`src/rtl/wb_port_arbiter.sv`:
```
// Register-file write-port arbiter: A = in-order writeback, B = buffered multi-cycle results.
// One registered write per cycle (1-cycle from grant); A stalls via a_ready, B via FIFO-full b_ready.
module wb_port_arbiter #(
   parameter int FIFO_DEPTH   = 4,
   parameter int STARVE_LIMIT = 8
) (
   input  logic                          clk,
   input  logic                          rst,
   input  logic                          a_valid,
   output logic                          a_ready,
   input  logic [4:0]                    a_num,
   input  logic [31:0]                   a_data,
   input  logic                          b_valid,
   output logic                          b_ready,
   input  logic [4:0]                    b_num,
   input  logic [31:0]                   b_data,
   output logic                          wb_to_reg_en,
   output logic [4:0]                    wb_to_reg_num,
   output logic [31:0]                   wb_to_reg_data,
   output logic [$clog2(FIFO_DEPTH):0]   fifo_count,
   output logic                          busy
);

   localparam int CW = $clog2(FIFO_DEPTH) + 1;
   localparam int SW = $clog2(STARVE_LIMIT + 1);
   localparam logic [CW-1:0] CNT_FULL   = CW'(FIFO_DEPTH);
   localparam logic [SW-1:0] STARVE_MAX = SW'(STARVE_LIMIT);

   typedef enum logic {NORMAL, DRAIN} state_t;

   state_t         state, state_nxt;
   logic [SW-1:0]  starve_cnt;
   logic           push, grant_a, grant_b, grant, force_b, fifo_nonempty;
   logic [CW-1:0]  cnt_nxt;
   logic [36:0]    head;
   logic [4:0]     g_num;
   logic [31:0]    g_data;

   assign fifo_nonempty = (fifo_count != '0);
   assign b_ready       = (fifo_count != CNT_FULL);
   assign push          = b_valid && b_ready;
   assign force_b       = (starve_cnt == STARVE_MAX) && fifo_nonempty;
   assign busy          = (state == DRAIN) || fifo_nonempty;

   wb_fifo #(
      .WIDTH (37),
      .DEPTH (FIFO_DEPTH)
   ) u_fifo (
      .clk      (clk),
      .rst      (rst),
      .push_vld (push),
      .push_dat ({b_num, b_data}),
      .pop_vld  (grant_b),
      .pop_dat  (head),
      .count    (fifo_count)
   );

   always_ff @(posedge clk or negedge rst) begin
      if (!rst) state <= NORMAL;
      else      state <= state_nxt;
   end

   always_comb begin
      state_nxt = state;
      a_ready   = 1'b0;
      grant_a   = 1'b0;
      grant_b   = 1'b0;
      cnt_nxt   = fifo_count;
      case (state)
         NORMAL: begin
            a_ready = !force_b;
            if (a_valid && !force_b) grant_a = 1'b1;
            else if (fifo_nonempty)  grant_b = 1'b1;
         end
         DRAIN: begin
            grant_b = fifo_nonempty;
         end
         default: ;
      endcase
      cnt_nxt = fifo_count + CW'(push) - CW'(grant_b);
      if (state == NORMAL && cnt_nxt == CNT_FULL) state_nxt = DRAIN;
      if (state == DRAIN && cnt_nxt == '0)        state_nxt = NORMAL;
   end

   // Age of the current FIFO head; any pop restarts the count for the next head.
   always_ff @(posedge clk or negedge rst) begin
      if (!rst)                           starve_cnt <= '0;
      else if (!fifo_nonempty || grant_b) starve_cnt <= '0;
      else if (starve_cnt != STARVE_MAX)  starve_cnt <= starve_cnt + 1'b1;
   end

   assign grant  = grant_a || grant_b;
   assign g_num  = grant_a ? a_num  : head[36:32];
   assign g_data = grant_a ? a_data : head[31:0];

   // x0 results are consumed like any other grant but never raise the enable.
   always_ff @(posedge clk or negedge rst) begin
      if (!rst) begin
         wb_to_reg_en   <= 1'b0;
         wb_to_reg_num  <= '0;
         wb_to_reg_data <= '0;
      end else begin
         wb_to_reg_en <= grant && (g_num != 5'd0);
         if (grant) begin
            wb_to_reg_num  <= g_num;
            wb_to_reg_data <= g_data;
         end
      end
   end

endmodule

// Generic circular FIFO, no bypass; the caller guarantees no push when full / pop when empty.
module wb_fifo #(
   parameter int WIDTH = 37,
   parameter int DEPTH = 4
) (
   input  logic                       clk,
   input  logic                       rst,
   input  logic                       push_vld,
   input  logic [WIDTH-1:0]           push_dat,
   input  logic                       pop_vld,
   output logic [WIDTH-1:0]           pop_dat,
   output logic [$clog2(DEPTH):0]     count
);

   localparam int AW = $clog2(DEPTH);

   logic [WIDTH-1:0] mem [DEPTH];
   logic [AW-1:0]    wr_ptr, rd_ptr;

   assign pop_dat = mem[rd_ptr];

   always_ff @(posedge clk) begin
      if (push_vld) mem[wr_ptr] <= push_dat;
   end

   // Power-of-two depth lets the pointers wrap by natural overflow.
   always_ff @(posedge clk or negedge rst) begin
      if (!rst) begin
         wr_ptr <= '0;
         rd_ptr <= '0;
         count  <= '0;
      end else begin
         if (push_vld) wr_ptr <= wr_ptr + 1'b1;
         if (pop_vld)  rd_ptr <= rd_ptr + 1'b1;
         count <= count + (AW+1)'(push_vld) - (AW+1)'(pop_vld);
      end
   end

endmodule

```
`config.mk`:
```
export PLATFORM = sky130hd
export DESIGN_NAME = wb_port_arbiter
export DESIGN_NICKNAME = d
export VERILOG_FILES = /design/src/rtl/wb_port_arbiter.sv
export SDC_FILE = /design/constraint.sdc
export NUM_CORES = 1
export LEC_CHECK = 0
export CORE_AREA = 2 2 129 118
export CTS_BUF_LIST = sky130_fd_sc_hd__clkbuf_4
export DETAILED_ROUTE_END_ITERATION = 10
export DIE_AREA = 0 0 131 120
export PLACE_DENSITY = 0.81
export SLEW_MARGIN = 25
export SYNTH_ARGS = -nofsm -noshare
export SYNTH_HDL_FRONTEND = slang
export SYNTH_HIERARCHICAL = 1
export SYNTH_SLANG_ARGS = --single-unit
```
`constraint.sdc`:
```
create_clock -name clk -period 3.85 [get_ports clk]
set_input_delay 0.77 -clock clk [delete_from_list [all_inputs] [get_ports clk]]
set_output_delay 0.77 -clock clk [all_outputs]
set_load 0.005 [all_outputs]
```
Word-level counts from Yosys, hierarchy flattened
Memory sizes are Yosys's and may differ from the RTL's.
Cells that the tools add are included.
{"block": "totals", "register_bits": 50, "mem_bits_rw": 148, "inputBits": 78, "output_inout_bits": 44, "wordCells": 49, "n_memories": 1}
{"block": "classes", "addsub": 5, "n_eq_ne": 4, "n_mux": 14, "bitwise": 1, "n_reduce_logical": 16}
{"name": "u_fifo.mem", "words": 4, "width": 37, "rd": 1, "rd_ports_with_merged_regs": 0, "wr": 1, "line": "129", "rtl": "logic [WIDTH-1:0] mem [DEPTH];"}
{"operator": "32-bit two-way mux", "count": 1}
{"operator": "1-bit two-way mux", "count": 9}
{"operator": "4-bit two-way mux", "count": 2}
{"operator": "1-bit logical AND", "count": 6}
{"operator": "5-bit two-way mux", "count": 1}
{"operator": "5-bit nonzero test", "count": 1}
{"operator": "2-bit by 1-bit adder with 2-bit output (second input constant)", "count": 2}
{"operator": "4-bit by 1-bit adder with 4-bit output (second input constant)", "count": 1}
{"operator": "4-bit == test (second input constant)", "count": 1}
{"operator": "4-bit inequality test (second input constant)", "count": 1}
{"operator": "2-bit nonzero test", "count": 2}
{"operator": "3-bit by 1-bit adder with 3-bit output", "count": 1}
{"operator": "3-bit == test (second input constant)", "count": 1}
{"operator": "3-bit zero test", "count": 1}
{"operator": "1-bit logical OR", "count": 3}
{"operator": "3-bit inequality test (second input constant)", "count": 1}
{"operator": "3-bit nonzero test", "count": 1}
{"operator": "3-bit by 1-bit subtractor with 3-bit output", "count": 1}
{"operator": "1-bit zero test", "count": 2}
{"operator": "1-bit one-hot mux with 2 select lines", "count": 1}
{"operator": "1-bit inverter", "count": 1}

Longest topological paths before layout
{"block": "depth", "depth_word": 11, "mapped_depth": 12, "ltp_nobuf": 12}

Hierarchy
Netlist, hierarchy kept.
{"mod": "wb_fifo", "n_inst": 1, "cells_per_inst": 225, "area_per_inst_um2": 5708.0, "seq_area_each_um2": 4619.4}
{"mod": "wb_port_arbiter", "n_inst": 1, "cells_per_inst": 167, "area_per_inst_um2": 2214.6, "seq_area_each_um2": 1076.0}

Least setup slack after synthesis
Ideal clock, no wire load.
{"block": "synth_timing", "path_kind": "input -> register", "from": "input port a_valid", "to": "register state", "setup_ps": 125, "arrival_time_ps": 2679, "t_required_ps": 3725, "slack_ps": 1046, "path_stages": 10, "n_path_buf": 0, "path_cell_list": "nor2b_1 a21o_1 inv_1 ha_1 inv_1 ha_1 fa_1 xnor2_1 xnor2_1 a21oi_1"}
{"block": "synth_via", "elab_chain_cells": 7, "elab_cells_between_ends": 10, "classes_between": "add/sub: 1; eq/ne: 1; mux: 3; reduce/logical: 5"}
{"item": "from (decl)", "line": "9", "rtl": "input logic a_valid,"}
{"item": "1-bit logical AND *", "line": "72", "rtl": "if (a_valid && !force_b) grant_a = 1'b1;"}
{"item": "1-bit two-way mux *", "line": "72"}
{"item": "1-bit one-hot mux with 2 select lines *", "line": "69", "rtl": "case (state)"}
{"item": "via grant_b", "line": "33", "rtl": "logic push, grant_a, grant_b, grant, force_b, fifo_nonempty;"}
{"item": "3-bit by 1-bit subtractor with 3-bit output *", "line": "80", "rtl": "cnt_nxt = fifo_count + CW'(push) - CW'(grant_b);"}
{"item": "3-bit == test / 3-bit zero test (equally long branches)", "line": "81, 82"}
{"item": "1-bit logical AND, on equally long branches", "line": "81, 82"}
{"item": "2-bit nonzero test (no line) / 1-bit two-way mux (equally long branches)"}
{"item": "to (signal assigned)", "line": "60", "rtl": "else state <= state_nxt;"}
{"item": "to (decl)", "line": "31", "rtl": "state_t state, state_nxt;"}
The timed path passes the listed nets; every way through them passes the cells marked *.
A chain may end at the register's enable or synchronous reset.

Worst setup path in the final report
{"block": "layout_timing", "from": "register u_fifo.count[1]", "to": "output port a_ready"}
{"block": "layout_via", "elab_chain_cells": 4}
{"item": "from (decl)", "line": "124", "rtl": "output logic [$clog2(DEPTH):0] count"}
{"item": "from (signal assigned)", "line": "147", "rtl": "count <= count + (AW+1)'(push_vld) - (AW+1)'(pop_vld);"}
{"item": "3-bit nonzero test", "line": "39", "rtl": "assign fifo_nonempty = (fifo_count != '0);"}
{"item": "1-bit logical AND", "line": "42", "rtl": "assign force_b = (starve_cnt == STARVE_MAX) && fifo_nonempty;"}
{"item": "1-bit zero test", "line": "71", "rtl": "a_ready = !force_b;"}
{"item": "1-bit two-way mux", "line": "69"}
{"item": "to (decl)", "line": "10", "rtl": "output logic a_ready,"}
No other way between the ends.

==> flow_summary.yaml <==
critical_path:
  end_kind: "output pin"
  crit_path_frequent_cell: "nor2_1"
  rr_startpoint: "starve_cnt[0]"
  crit_arrival_ns: 2.45
  critPathTopFamily: "buffers and inverters"
  worst-path-buf-inv: 2
  r2r_cells: 12
  crit_type: "reg2out"
  cpMaxStageDelayCell: "dfrtp_1"
  worstPathCellList: "nor3_4, buf_4, nor2_1, nor2_1, clkdlybuf4s50_1"
  r2r_end: "state"
  max_stage_delay_ns: 0.50
  cp_max_fo: 35
  critPathLaunchType: "register"
  reg2reg_setup_slack_ns: 1.14
  required_ns: 3.08
run_status:
  status: "completed"
floorplan:
  die_height_um: 120
  dieWidth_um: 131
  start_util_pct: 54.8
  die_area_um2: 15700
  core_area_um2: 14500
  ioPinCount: 122
  rows: 42
timing:
  drv_slew: 0
  finalSetupViolCount: 0
  max_slew_margin_pct: 34.1
  fin_crit_sh_pct: 83.6
  setup_tns_ns: 0
  rsz0062_at_grt: "false"
  fin_ws_ns: 0.631
  skew_ns: 0.0193
  fmax_ghz: 0.311
  min_period_ns: 3.22
  worst_pin_slew_ns: 0.989
  fin_hold_ws_ns: 0.191
  finalHoldViolCount: 0
clocking:
  ctsLongestPathBuffers: 2
  ctsResizeCount: 0
  hold_buffers: 0
  cts_tree: "yes"
  cts.sinks: 198
  clock_tree.root_cell: "clkbuf_4"
  insertion_delay_ns: 0.55
  cts_max_level: 4
  clkTransAtPathRegs_ns: 0.15
  numCtsBuffers: 17
  cts_setup_buffers: 0
placed_design:
  gp_congestion: 0.740
  dp_slack_ns: 0.497
  placed_cells: 707
  port-buffer-count: 121
  dpl_cell_area_um2: 9390
  hpwl_um: 9650
synthesis:
  synth_fp_nets: 482
  synth_common_cells: "edfxtp_1 (148), dfrtp_1 (50), mux2_2 (50)"
  synth_area_um2: 7920
  synth_area_per_cell_um2: 20.2
  ys.flop_type: "edfxtp_1"
  synth_top_area_share_pct: 56.1
  syn_inst: 392
  yosysMostFrequentCell: "edfxtp_1"
  synth.ff_latch_count: 198
  synth_edf_count: 148
  synth_warnings: 6
  synth_top_cells_by_area: "edfxtp_1 (56%), dfrtp_1 (16%), mux4_2 (11%)"
  synth_area_leader_cell: "edfxtp_1"
  ys_types: 31
  async_flop_share_pct: 25.3
  yosysSeqAreaShare_pct: 71.9
power_and_ir_drop:
  vdd_drop_max_mv: 0.434
  p_leak_nw: 3.39
  power_density_nw_per_um2: 712
  power_mw: 6.89
drt:
  dr.first_iter.drc_count: 234
  drc: 0
  wl_per_cell_um: 19.7
  via_per_inst: 5.43
  final_antenna_net_count: 0
  dr.pass1.iters: 4
  wirelength_um: 14600
  num_vias: 4012
global_routing:
  track_usage_pct: 20.0
  grt_overflow: 0
  grt_max_degree: 39
  antenna_found_initial: 0
  grt_pass1_wl_um: 22900
  grt_pass1_vias: 4289
layout:
  finalNonFillerCells: 739
  nNetsFinal: 618
  areaGrowthSynthToFinish_pct: 22.2
  fin_area_um2: 9680
  drive_gt1_share_pct: 26.1
  utilization_pct: 67.0
  diodes: 0
worst_hold_path:
  hp-class: "in2async"
flow_run:
  maxCapViolations: 0
[state kept, by name, indices dropped and copies added, names as in the netlist, 2 cells and up]
name	count
wb_to_reg_data	32
starve_cnt	4
wb_to_reg_num	5
u_fifo/mem	148
u_fifo/rd_ptr	2
u_fifo/wr_ptr	2
u_fifo/count	3
[kinds of logic (layout without fill, tap and decap cells)]
logic type / after synthesis / after routing / synth area share, %
fa+ha+maj: 12 / 12 / 2.08
buf+inv: 28 / 177 / 1.94
mux: 101 / 101 / 19.6
compound gates: 10 / 10 / 1.12
xor+xnor: 9 / 9 / 0.995
flops: 198 / 198 / 71.9
simple gates: 34 / 34 / 2.35
[power by group]
group	leakage, nW	switching (mW)	total [mW]	internal, mW
Combinational	1.29	0.958	2.51	1.55
Clock	0.162	0.653	1.10	0.443
Sequential	1.94	0.386	3.29	2.90
Total	3.39	2.00	6.89	4.89
[area by class of cell]
| type | instances | area [µm²] |
|---|---|---|
| inverters | 13 | 48.8 |
| clock buffers | 17 | 128 |
| multi-input cells | 166 | 2090 |
| flip-flops and latches | 198 | 5700 |
| repair buffers | 132 | 1310 |
| well taps | 198 | 248 |
| fillers | 968 | 4770 |
| clock inverters | 15 | 158 |
[how the worst max path moves through the flow]
stage / to / depth (start not counted) / startpoint / slack (ns)
2_1_floorplan: state / 10 / a_valid / 1.05
3_3_place_gp: state / 12 / a_valid / 0.58
3_5_place_dp: state / 12 / a_valid / 0.50
4_1_cts: a_ready / 5 / u_fifo/count[1] / 0.52
5_1_grt: a_ready / 5 / u_fifo/count[1] / 0.43
6_report: a_ready / 5 / u_fifo/count[1] / 0.63
[layout by cell type, fill, tap and decap left out, types with 9 or more instances in the layout]
| cell type | netlist | final |
|---|---|---|
| clkbuf_4 | 0 | 17 |
| ha_1 | 10 | 10 |
| inv_1 | 13 | 13 |
| mux2_1 | 14 | 14 |
| mux2_2 | 50 | 50 |
| buf_4 | 3 | 9 |
| clkdlybuf4s50_1 | 0 | 120 |
| mux4_2 | 37 | 37 |
| dfrtp_1 | 50 | 48 |
| edfxtp_1 | 148 | 148 |
| nor2_1 | 11 | 11 |
[layer usage]
metal	share of wire [%]	track usage, %
met5	0	0
met4	0.64	4.85
met3	6.0	5.84
met2	51	32.5
met1	42	26.8
[worst register-to-register path, stage by stage (launching register included)]
cell,delay [ns]
dfrtp_1,0.42
inv_1,0.06
ha_1,0.18
nand3b_1,0.20
a21o_1,0.28
inv_1,0.14
ha_1,0.30
inv_1,0.04
ha_1,0.19
fa_1,0.40
xnor2_1,0.18
xnor2_1,0.14
a21oi_1,0.08
Note: power is estimated with default switching activity, not from simulation.
